### config.mk
export PLATFORM = sky130hd
export DESIGN_NAME = pipe_hazard_unit
export DESIGN_NICKNAME = d
export VERILOG_FILES = /design/src/rtl/pipe_hazard_unit.sv
export SDC_FILE = /design/constraint.sdc
export NUM_CORES = 1
export LEC_CHECK = 0
export ABC_CLOCK_PERIOD_IN_PS = 1400
export BUFFER_PORTS_ARGS = -buffer_cell sky130_fd_sc_hd__buf_2
export CAP_MARGIN = 20
export CORE_UTILIZATION = 38
export DETAILED_ROUTE_END_ITERATION = 10
export GPL_TIMING_DRIVEN = 0
export HOLD_SLACK_MARGIN = 0.1
export PLACE_DENSITY = 0.7
export SLEW_MARGIN = 10
export SYNTH_ARGS = -nofsm -noshare
export SYNTH_HDL_FRONTEND = slang
export SYNTH_SLANG_ARGS = --single-unit
### constraint.sdc
create_clock -name clk -period 1.4 [get_ports clk]
set_input_delay 0.07 -clock clk [delete_from_list [all_inputs] [get_ports clk]]
set_output_delay 0.07 -clock clk [all_outputs]
set_load 0.01 [all_outputs]
### src/rtl/pipe_hazard_unit.sv
`default_nettype none
// ============================================================================
// Module      : pipe_hazard_unit
// Description : Hazard unit for a 5-stage pipeline, sitting beside ID/EX.
//               - Selects the forwarding source for each of the NUM_SRC EX-stage
//                 operands (combinational).
//               - Raises a load-use stall of LOAD_LAT bubbles.
//               - Tracks one multi-cycle (MUL/DIV) unit of MUL_LAT cycles and
//                 stalls ID while it still owes a result that ID needs.
// Ports       :
//   clk          rising-edge clock
//   reset        synchronous, active-low reset
//   id_src       source registers of the ID instruction (NUM_SRC x REG_AW)
//   id_src_use   per-operand "actually read" flags of the ID instruction
//   id_is_mul    ID instruction is itself a multi-cycle op
//   idex_src     source registers of the EX instruction
//   idex_wr/rd   EX destination write enable / address
//   idex_memrd   EX instruction is a load
//   idex_mul     EX instruction issues to the multi-cycle unit this cycle
//   exmem_wr/rd  MEM destination write enable / address
//   exmem_memrd  MEM instruction is a load (value not yet forwardable)
//   memwb_wr/rd  WB destination write enable / address
//   fwd_sel      per operand: 00 regfile, 10 EX/MEM, 01 MEM/WB
//   stall        hold PC and IF/ID
//   flush_idex   insert bubble into ID/EX (same as stall)
//   mul_busy     multi-cycle unit occupied
//   mul_done     one-cycle pulse when the pending multi-cycle result lands
//   proto_err    sticky: a multi-cycle issue was seen while the unit was busy
// Revision    : 1.0  initial release
// ============================================================================
module pipe_hazard_unit #(
    parameter int REG_AW   = 5,
    parameter int NUM_SRC  = 2,
    parameter int LOAD_LAT = 1,
    parameter int MUL_LAT  = 4
) (
    input  logic                      clk,
    input  logic                      reset,
    input  logic [NUM_SRC*REG_AW-1:0] id_src,
    input  logic [NUM_SRC-1:0]        id_src_use,
    input  logic                      id_is_mul,
    input  logic [NUM_SRC*REG_AW-1:0] idex_src,
    input  logic                      idex_wr,
    input  logic [REG_AW-1:0]         idex_rd,
    input  logic                      idex_memrd,
    input  logic                      idex_mul,
    input  logic                      exmem_wr,
    input  logic [REG_AW-1:0]         exmem_rd,
    input  logic                      exmem_memrd,
    input  logic                      memwb_wr,
    input  logic [REG_AW-1:0]         memwb_rd,
    output logic [2*NUM_SRC-1:0]      fwd_sel,
    output logic                      stall,
    output logic                      flush_idex,
    output logic                      mul_busy,
    output logic                      mul_done,
    output logic                      proto_err
);

    // Counter widths are sized to hold LAT-1 and never collapse to zero bits.
    localparam int c_LCW = $clog2(LOAD_LAT + 1);
    localparam int c_MCW = $clog2(MUL_LAT + 1);

    localparam logic [c_LCW-1:0] c_LOAD_RELOAD = c_LCW'(LOAD_LAT - 1);
    localparam logic [c_MCW-1:0] c_MUL_RELOAD  = c_MCW'(MUL_LAT - 1);
    localparam logic [c_LCW-1:0] c_LOAD_ONE    = c_LCW'(1);
    localparam logic [c_MCW-1:0] c_MUL_ONE     = c_MCW'(1);

    localparam logic [0:0] c_IDLE = 1'b0;
    localparam logic [0:0] c_BUSY = 1'b1;

    logic [0:0]            r_state;
    logic [c_LCW-1:0]      r_load_cnt;
    logic [c_MCW-1:0]      r_mul_cnt;
    logic [REG_AW-1:0]     r_mul_rd;
    logic                  r_mul_done;
    logic                  r_proto_err;

    logic [2*NUM_SRC-1:0]  w_fwd;
    logic [NUM_SRC-1:0]    w_load_op;
    logic [NUM_SRC-1:0]    w_mul_op;
    logic                  w_load_hit;
    logic                  w_busy;
    logic                  w_mul_hit;
    logic                  w_stall;

    // ------------------------------------------------------------------
    // Per-operand comparators: forwarding for EX operands, dependency
    // checks of the ID operands against the load and multi-cycle targets.
    // ------------------------------------------------------------------
    genvar gi;
    generate
        for (gi = 0; gi < NUM_SRC; gi++) begin : g_src
            logic [REG_AW-1:0] w_ex_src;
            logic [REG_AW-1:0] w_id_src;
            logic              w_ex_match;
            logic              w_wb_match;

            assign w_ex_src = idex_src[gi*REG_AW +: REG_AW];
            assign w_id_src = id_src[gi*REG_AW +: REG_AW];

            // A load still in MEM has no data yet, so it must not win the
            // EX/MEM slot; an older WB writer of the same register may.
            assign w_ex_match = (w_ex_src != '0) && exmem_wr && !exmem_memrd
                                && (exmem_rd == w_ex_src);
            assign w_wb_match = (w_ex_src != '0) && memwb_wr
                                && (memwb_rd == w_ex_src);

            assign w_fwd[2*gi +: 2] = w_ex_match ? 2'b10 :
                                      w_wb_match ? 2'b01 : 2'b00;

            assign w_load_op[gi] = id_src_use[gi] && (w_id_src == idex_rd);
            assign w_mul_op[gi]  = id_src_use[gi] && (w_id_src == r_mul_rd);
        end
    endgenerate

    assign w_load_hit = idex_wr && idex_memrd && (idex_rd != '0) && (|w_load_op);
    assign w_busy     = (r_state == c_BUSY);
    // A second multi-cycle op in ID must also wait: the unit holds only one.
    assign w_mul_hit  = w_busy && (((r_mul_rd != '0) && (|w_mul_op)) || id_is_mul);
    assign w_stall    = w_load_hit || (r_load_cnt != '0) || w_mul_hit;

    // Combinational outputs are forced quiet while reset is held low.
    assign fwd_sel    = reset ? w_fwd : '0;
    assign stall      = reset && w_stall;
    assign flush_idex = stall;
    assign mul_busy   = reset && w_busy;
    assign mul_done   = r_mul_done;
    assign proto_err  = r_proto_err;

    // ------------------------------------------------------------------
    // Load-use bubble counter: the hit cycle itself stalls, the counter
    // supplies the remaining LOAD_LAT-1 bubbles.
    // ------------------------------------------------------------------
    always_ff @(posedge clk) begin
        if (!reset) begin
            r_load_cnt <= '0;
        end else if (w_load_hit) begin
            r_load_cnt <= c_LOAD_RELOAD;
        end else if (r_load_cnt != '0) begin
            r_load_cnt <= r_load_cnt - c_LOAD_ONE;
        end
    end

    // ------------------------------------------------------------------
    // Multi-cycle scoreboard. An issue with no real destination still
    // occupies the unit but records r0, so it never creates a dependency.
    // ------------------------------------------------------------------
    always_ff @(posedge clk) begin
        if (!reset) begin
            r_state     <= c_IDLE;
            r_mul_cnt   <= '0;
            r_mul_rd    <= '0;
            r_mul_done  <= 1'b0;
            r_proto_err <= 1'b0;
        end else begin
            r_mul_done <= 1'b0;
            case (r_state)
                c_IDLE: begin
                    if (idex_mul) begin
                        r_state   <= c_BUSY;
                        r_mul_cnt <= c_MUL_RELOAD;
                        r_mul_rd  <= (idex_wr && (idex_rd != '0)) ? idex_rd : '0;
                    end
                end
                c_BUSY: begin
                    // The unit cannot accept a new op; flag it, keep timing.
                    if (idex_mul) begin
                        r_proto_err <= 1'b1;
                    end
                    if (r_mul_cnt == c_MUL_ONE) begin
                        r_state    <= c_IDLE;
                        r_mul_cnt  <= '0;
                        r_mul_done <= 1'b1;
                    end else begin
                        r_mul_cnt <= r_mul_cnt - c_MUL_ONE;
                    end
                end
                default: begin
                    r_state <= c_IDLE;
                end
            endcase
        end
    end

endmodule
`default_nettype wire
==> reports/qor.yml <==
p_switching_mw: 0.3003
critPathLaunchType: "flip-flop"
grt_max_degree: 11
synthFlopType: "dfxtp_1"
viasPerCell: 5.270
ir_worst_vdd_mv: 0.3396
syn_area_mm2: 0.001104
yosysSeqAreaShare: 0.2177
cpPeakStageDelay_ns: 0.51
cts_buffers: 3
p_comb_frac: 0.383
clkLatencyLatePin_ns: 0.26
first_global_vias: 1161
die_area_mm2: 0.003124
end_kind: "output pin"
seqPwrFrac: 0.401
cp.required_ns: 1.33
rsz0062_at_grt: "yes"
slowest_stage: "or4_4"
fmax_ghz: 0.5759
cts.sinks: 12
drive_gt1_frac: 0.4398
die_w_um: 55.89
hold_start: "idex_rd[3]"
ff2ff_setup_slack_ns: 0.17
wirelength_mm: 2.811
ys_ff_latch: 12
power_density_mw_per_mm2: 608.4
path_delay_family: "simple AND/OR/NAND/NOR gates"
pin_count: 55
avgSynthCellArea_um2: 8.489
fin_skew_ns: 0.003784
rows: 19
ant_nets: 0
area_growth_pct: 40.14
first_pass_iters: 4
io_buffers: 54
cts_buffer_depth: 2
seqCellArea_um2: 252.7
htreeDepth: 1
cts_tree: "done"
final_max_slew_viol_count: 0
n_antenna_cell: 0
syn_inst: 130
worstPathArrival_ns: 1.67
final_util: 0.5608
p_total_mw: 0.9408
setup_viol: 2
r2r_end: "r_mul_cnt[0]"
period_needed_ns: 1.736
p_leak_nw: 0.6619
synth_area_leader_cell: "dfxtp_1"
fill_cells: 271
drc_errors: 0
synth_edf_count: 0
yosysUniqueCellTypes: 32
synth.top_cells.by_area: "dfxtp_1 (22%), xnor2_1 (17%), xor2_1 (13%), a21boi_0 (3.4%), nor2b_1 (3.4%)"
grt_pass1_wl_mm: 4.623
worst_slack_ns: -0.3363
initial_core_util: 0.4002
cp_max_fo: 4
path_clk_slew_ns: 0.07
period_share: 1.240
drtIter0Drc: 15
overflow: 0
hold_viol: 0
synthArstFlopShare: 0
status: "complete, but fails checks"
antenna_found_initial: 0
nets: 241
power.share.switching: 0.3192
clock-root-buffer: "clkbuf_4"
synth_top_area_share: 0.2177
critical_path_class: "reg2out"
cp_cell_sequence: "or4_4 > o21ai_2 > o221ai_2 > buf_4 > buf_6"
cp.buffers_inverters: 2
drv_cap: 0
violations: "negative setup slack"
r2r_start: "r_mul_cnt[0]"
cts_hold_buffers: 0
via_count: 1170
wl_per_cell_um: 12.66
min_to: "r_mul_rd[3]"
gp_congestion: 0.9227
die_height_um: 55.89
clock_power_share: 0.215
min_path_type: "in2reg"
core_mm2: 0.002758
yosys_warnings: 0
multiInputGateArea_um2: 882.1
grtUsageTotal: 0.1855
syn_nets: 178
power.internal_mw: 0.6405
reg2reg_depth: 5
hpwl_mm: 2.358
min_path_cells: 3
## synth_stat cells, types with 2 or more instances
| master | n |
|---|---|
| a21oi_1 | 3 |
| o221ai_1 | 2 |
| nand2_1 | 8 |
| or4_4 | 2 |
| nor4_1 | 4 |
| a32oi_1 | 3 |
| clkbuf_1 | 2 |
| nor2_4 | 2 |
| a21boi_0 | 5 |
| nor2b_1 | 6 |
| or4_1 | 2 |
| nor2_1 | 4 |
| ha_1 | 2 |
| nand3_1 | 7 |
| nand4_1 | 3 |
| dfxtp_1 | 12 |
| inv_1 | 4 |
| nor4_2 | 3 |
| xnor2_1 | 21 |
| o21ai_0 | 3 |
| and2_1 | 5 |
| xor2_1 | 17 |
## worst max path at each step
stage | from | depth (start not counted) | end | slack [ns]
6_report | r_mul_rd[2] | 5 | stall | -0.34
4_1_cts | r_mul_rd[2] | 5 | stall | -0.35
3_3_place_gp | r_mul_rd[1] | 5 | stall | -0.16
3_5_place_dp | r_mul_rd[3] | 6 | stall | -0.18
5_1_grt | r_mul_rd[2] | 6 | stall | -0.41
2_1_floorplan | r_mul_rd[1] | 4 | stall | 0.008
## flip-flops by register name (all words and copies together) (netlist names)
signal	count
mul_done	1
r_mul_rd	5
r_state	1
proto_err	1
r_mul_cnt	3
r_load_cnt	1
## per-stage QoR
stage	TNS [ns]	area (µm²)	setup WS, ns	hold slack, ns	instances
finish	-0.6010	1546	-0.3363	0.1091	222
floorplan	0	1111	0.007975	0.2150	130
global placement	-0.2255	1420	-0.1595	0.3841	215
detailed placement	-0.2854	1420	-0.1830	0.3943	215
CTS	-0.6294	1503	-0.3518	0.1028	220
global route	-0.7779	1546	-0.4134	0.1148	222
## layout make-up
class,count,share of cell area
inverter,4,0.009709
multi-input combinational,111,0.5704
sequential,12,0.1634
tap,31,0.02508
timing repair buffer,58,0.2063
clock buffer,3,0.01456
buffer,3,0.01052
## power groups by stage
stage                     Combinational [mW]  Clock, mW  Sequential (mW)
after global routing                   0.402      0.231            0.381
after CTS                              0.356      0.212            0.379
final                                  0.360      0.203            0.378
after floorplan                        0.187          0            0.385
after detailed placement               0.336          0            0.388
after global placement                 0.324          0            0.387
## tightest hold or removal path, delay by kind of cell
family,cells,cell delay (ns)
buffers and inverters,1,0.13
AOI/OAI and AO/OA,1,0.07
and+or+nand+nor,1,0.06
## placed cells by master, fill, tap and decap left out, drive strengths merged, types with 5 or more instances in the layout
master / instances
a21boi: 5
and2: 6
buf: 59
clkbuf: 5
dfxtp: 12
nand2: 8
nand3: 7
nor2: 6
nor2b: 6
nor4: 7
xnor2: 21
xor2: 17
## what timing repair did
item,in CTS,in global routing
gates cloned,0,0
buffers inserted,2,2
pin swaps,9,10
gates resized for setup,14,6
setup endpoints to repair,3,4
## cell families (layout without fill, tap and decap cells)
group	after synthesis	in the layout	synth area share
xor+xnor	38	38	0.3016
flops	12	12	0.2177
compound gates	20	20	0.1338
fa+ha+maj	2	2	0.02267
other cells	1	1	0.003398
buf+inv	7	68	0.02721
mux	1	1	0.009071
simple gates	49	49	0.2846
## per-layer routing
metal | up-vias | part of all wire | global-route usage
met5 | - | 0 | 0
met4 | 0 | 0.020 | 0.08711
met3 | 6 | 0.067 | 0.02326
met2 | 53 | 0.54 | 0.3735
met1 | 531 | 0.37 | 0.1842
li1 | 580 | - | -
Note: power is estimated with default switching activity, not from simulation.
